[config.mk]
export PLATFORM = sky130hd
export DESIGN_NAME = mux_n_reg
export DESIGN_NICKNAME = d
export VERILOG_FILES = /design/src/rtl/mux_pkg.sv /design/src/rtl/rr_arbiter.sv /design/src/rtl/mux_n_reg.sv
export SDC_FILE = /design/constraint.sdc
export NUM_CORES = 1
export LEC_CHECK = 0
export BUFFER_PORTS_ARGS = -buffer_cell sky130_fd_sc_hd__buf_4
export CAP_MARGIN = 0
export CORE_MARGIN = 5
export CORE_UTILIZATION = 30
export DETAILED_ROUTE_END_ITERATION = 12
export HOLD_SLACK_MARGIN = 0.12
export SLEW_MARGIN = 30
export SYNTH_ARGS = -nofsm -noshare
export SYNTH_HDL_FRONTEND = slang
export SYNTH_SLANG_ARGS = --single-unit
[constraint.sdc]
create_clock -name clk -period 1.45 [get_ports clk]
set_input_delay 0.145 -clock clk [delete_from_list [all_inputs] [get_ports clk]]
set_output_delay 0.145 -clock clk [all_outputs]
set_load 0.005 [all_outputs]
[src/rtl/mux_pkg.sv]
// Shared constants for the registered N:1 multiplexer and its arbiter.
package mux_pkg;

    localparam int MODE_SEL = 0;
    localparam int MODE_RR  = 1;

endpackage

[src/rtl/rr_arbiter.sv]
// Rotate-priority encoder: grants the first requester at or after ptr, wrapping mod N.
module rr_arbiter #(
    parameter  int N    = 4,
    localparam int SELW = $clog2(N)
) (
    input  logic [N-1:0]    req,
    input  logic [SELW-1:0] ptr,
    output logic            gnt_vld,
    output logic [SELW-1:0] gnt_idx
);

    int idx;

    // Scan from the farthest offset down so the nearest requester wins last.
    always_comb begin
        gnt_vld = 1'b0;
        gnt_idx = '0;
        idx     = 0;
        for (int k = N - 1; k >= 0; k--) begin
            idx = int'(ptr) + k;
            if (idx >= N) idx = idx - N;
            if (req[idx]) begin
                gnt_vld = 1'b1;
                gnt_idx = SELW'(idx);
            end
        end
    end

endmodule

[src/rtl/mux_n_reg.sv]
// N:1 W-bit multiplexer with valid/ready on every channel and a one-entry output register.
module mux_n_reg
    import mux_pkg::*;
#(
    parameter  int N    = 4,
    parameter  int W    = 8,
    parameter  int MODE = 0,
    localparam int SELW = $clog2(N)
) (
    input  logic            clk,
    input  logic            rst_n,
    input  logic [N-1:0]    in_valid,
    input  logic [N*W-1:0]  in_data,
    output logic [N-1:0]    in_ready,
    input  logic [SELW-1:0] sel,
    output logic            out_valid,
    output logic [W-1:0]    out_data,
    input  logic            out_ready,
    output logic [SELW-1:0] grant_idx
);

    logic            load;
    logic            cand_vld;
    logic [SELW-1:0] cand_idx;
    logic [W-1:0]    cand_data;
    logic            xfer;

    // No handshake is offered while reset is asserted, since the register would discard it.
    assign load = (~out_valid | out_ready) & rst_n;

    generate
        if (MODE == MODE_RR) begin : g_rr
            logic [SELW-1:0] rr_ptr;
            logic            unused_sel;

            assign unused_sel = ^sel;

            rr_arbiter #(.N(N)) u_arb (
                .req     (in_valid),
                .ptr     (rr_ptr),
                .gnt_vld (cand_vld),
                .gnt_idx (cand_idx)
            );

            // Pointer only moves on a real transfer, so a stalled grant keeps its place.
            always_ff @(posedge clk) begin
                if (!rst_n)
                    rr_ptr <= '0;
                else if (xfer)
                    rr_ptr <= (cand_idx == SELW'(N - 1)) ? '0 : cand_idx + 1'b1;
            end
        end else begin : g_sel
            assign cand_vld = ({1'b0, sel} < (SELW + 1)'(N));
            assign cand_idx = sel;
        end
    endgenerate

    always_comb begin
        in_ready  = '0;
        cand_data = '0;
        for (int i = 0; i < N; i++) begin
            if (cand_vld && cand_idx == SELW'(i)) begin
                in_ready[i] = load;
                cand_data   = in_data[i*W +: W];
            end
        end
    end

    assign xfer = cand_vld & load & in_valid[cand_idx];

    always_ff @(posedge clk) begin
        if (!rst_n) begin
            out_valid <= 1'b0;
            out_data  <= '0;
            grant_idx <= '0;
        end else if (load) begin
            out_valid <= xfer;
            if (xfer) begin
                out_data  <= cand_data;
                grant_idx <= cand_idx;
            end
        end
    end

endmodule

==> reports/metrics.yaml <==
run_status:
  status: "finished clean"
sta:
  worst_pin_slew_ns: 0.231
  hold_viol_final: 0
  tns_ns: 0
  rsz0062_at_grt: "no"
  finClkSkew_ns: 0.00354
  setup_viol: 0
  hold_ws_ns: 0.213
  max_freq_mhz: 777
  post-route-period-util: 0.888
  finalCriticalPeriod_ns: 1.29
  slew_violations: 0
  slew_headroom: 0.845
cells_and_area:
  multi_input_area_sq_um: 434
  n_antenna_cell: 0
  final_core_util: 0.533
  seqCellArea_sq_um: 220
  fillers: 240
  area_growth_pct: 67.5
  drive_above_1_share: 0.548
  final_area_sq_um: 1200
  nets: 168
clock_tree:
  cts_made_buffers: 3
  clk_path_buf_depth: 2
  htree_num_levels: 1
  clkLatencyLatePin_ns: 0.26
  cts_tree: "yes"
  post_cts_buffers: 0
  clk_pin_slew_ns: 0.07
  clock-sinks: 11
  cts_root_buf: "clkbuf_4"
  cts_resized: 0
  postCtsHoldBufs: 0
placed_design:
  routabilityCongestion: 0.749
  placed_area_sq_um: 1170
  io_buffers: 55
  dp_hpwl_microns: 1770
critical_path:
  rr_endpoint: "out_data[4]"
  endpoint_kind: "output pin"
  critical_path_class: "flop to output pin"
  timing.rr.start: "out_valid"
  arrival_ns: 1.14
  r2r_slack_ns: 0.45
  worst_path_max_delay_cell: "dfxtp_1"
  path_buf_inv: 1
  start_kind: "flop"
  critPathRequiredTime_ns: 1.31
  cpPeakStageDelay_ns: 0.33
  path_cells: "nor2b_2, nor3_1, buf_4"
  path_delay_family: "simple AND/OR/NAND/NOR gates"
  ff2ff_path_depth: 4
  cp_max_fo: 5
yosys:
  synthTopCellsByArea: "dfxtp_1 (31%), mux4_2 (22%), mux2i_1 (15%)"
  synthTopCellsByCount: "nand2_1 (12), dfxtp_1 (11), mux2i_1 (11)"
  yosysSeqAreaShare: 0.307
  synth_most_common_cell: "nand2_1"
  ys.flop_type: "dfxtp_1"
  ys_types: 17
  syn_nets: 109
  synth_enable_flop_cells: 0
  yosysTopAreaCellShare: 0.307
  synthCells: 68
  synth_area_sq_um: 717
  avgSynthCellArea_sq_um: 10.5
  synth.largest_area_cell: "dfxtp_1"
  postSynthRegisterBits: 11
  synthArstFlopShare: 0
  yosysWarningCount: 0
pwr:
  power_density_nw_per_um2: 718
  peakVddDrop_uv: 414
  leakagePower_uw: 0.000638
global_route:
  antenna_found_initial: 0
  grt_overflow: 0
  grt_first_pass_wirelength_microns: 3360
  first_global_vias: 753
  grtUsageTotal: 0.130
  grt_max_degree: 16
routing:
  drt_wl_total_microns: 2090
  wire_per_inst_microns: 13.5
  antenna_left: 0
  drc: 0
  num_vias: 736
  avgViaCountPerCell: 4.78
  firstDrtPassIters: 4
  drt-initial-drc-count: 8
die:
  die_area_sq_um: 3470
  start_util: 0.318
  die_x_microns: 58.9
  die_h_microns: 58.9
  io_pins: 56
  num_rows: 17
  core_sq_um: 2250
hold_path:
  hold_class: "primary input to flop"
  hold_end: "out_valid"
  min_delay_path_depth: 2
  hp-start: "rst_n"
job:
  maxCapViolCount: 0
-- power breakdown --
group	internal [uW]	switching [uW]	leakage, uW	total, uW
Combinational	198	103	0.000532	301
Sequential	337	18.5	0.0000911	356
Clock	106	99.0	0.0000150	205
Total	642	220	0.000638	862
-- how the worst max path moves through the flow --
stage                   end  slack [ns]  cells after the start      start
2_1_floorplan  grant_idx[1]        0.33                      4     sel[0]
3_3_place_gp    out_data[5]        0.17                      5     sel[0]
3_5_place_dp    out_data[4]        0.09                      5     sel[0]
4_1_cts         in_ready[3]        0.06                      3  out_valid
5_1_grt         in_ready[3]        0.11                      3  out_valid
6_report        in_ready[3]        0.16                      3  out_valid
-- placed cells by master, fill, tap and decap left out --
cell type and n:
dfxtp_1 11, inv_1 10, nand2b_1 1, mux4_1 2
nand3_1 1, mux2i_1 11, o2bb2ai_1 1, buf_12 1
nor3_1 5, nor2b_2 1, mux4_2 7, buf_4 57
o31ai_1 1, nand2_1 12, o21a_1 1, clkbuf_1 1
clkbuf_4 3
-- routing by layer --
metal,share of wire,vias up,global-route usage
met5,0,-,0
met3,0.097,2,0.0285
met2,0.52,35,0.232
li1,-,363,-
met1,0.37,336,0.141
met4,0.016,0,0.0680
-- worst register-to-register path, delay by kind of cell, from the launching register on --
| kind | cells | cell delay (ns) |
|---|---|---|
| flops | 1 | 0.36 |
| simple gates | 2 | 0.23 |
| mux | 1 | 0.18 |
| buf+inv | 1 | 0.15 |
-- cell type report --
class                   count  share of cell area
repair buffers             58               0.373
flip-flops and latches     11               0.183
multi-input cells          43               0.361
clock buffers               4              0.0219
inverters                  10              0.0313
well taps                  28              0.0292
-- stage by stage --
stage / std cells / worst slack (ns) / total power (uW)
4_1_cts: 154 / 0.0585 / 881
3_3_place_gp: 150 / 0.166 / 664
2_1_floorplan: 68 / 0.335 / 493
5_1_grt: 154 / 0.106 / 929
3_5_place_dp: 150 / 0.0946 / 670
6_report: 154 / 0.162 / 862
-- state kept, by name, indices dropped and copies added (netlist names) --
register   flops
grant_idx      2
out_valid      1
out_data       8
-- logic make-up (layout without fill, tap and decap cells) --
logic type	count (synthesis)	count (layout)	share of synthesized area
and+or+nand+nor	20	20	0.122
DFF	11	11	0.307
muxes	20	20	0.447
AOI/OAI and AO/OA	3	3	0.0332
buffers and inverters	14	72	0.0907
(Power assumes the default switching activity.)
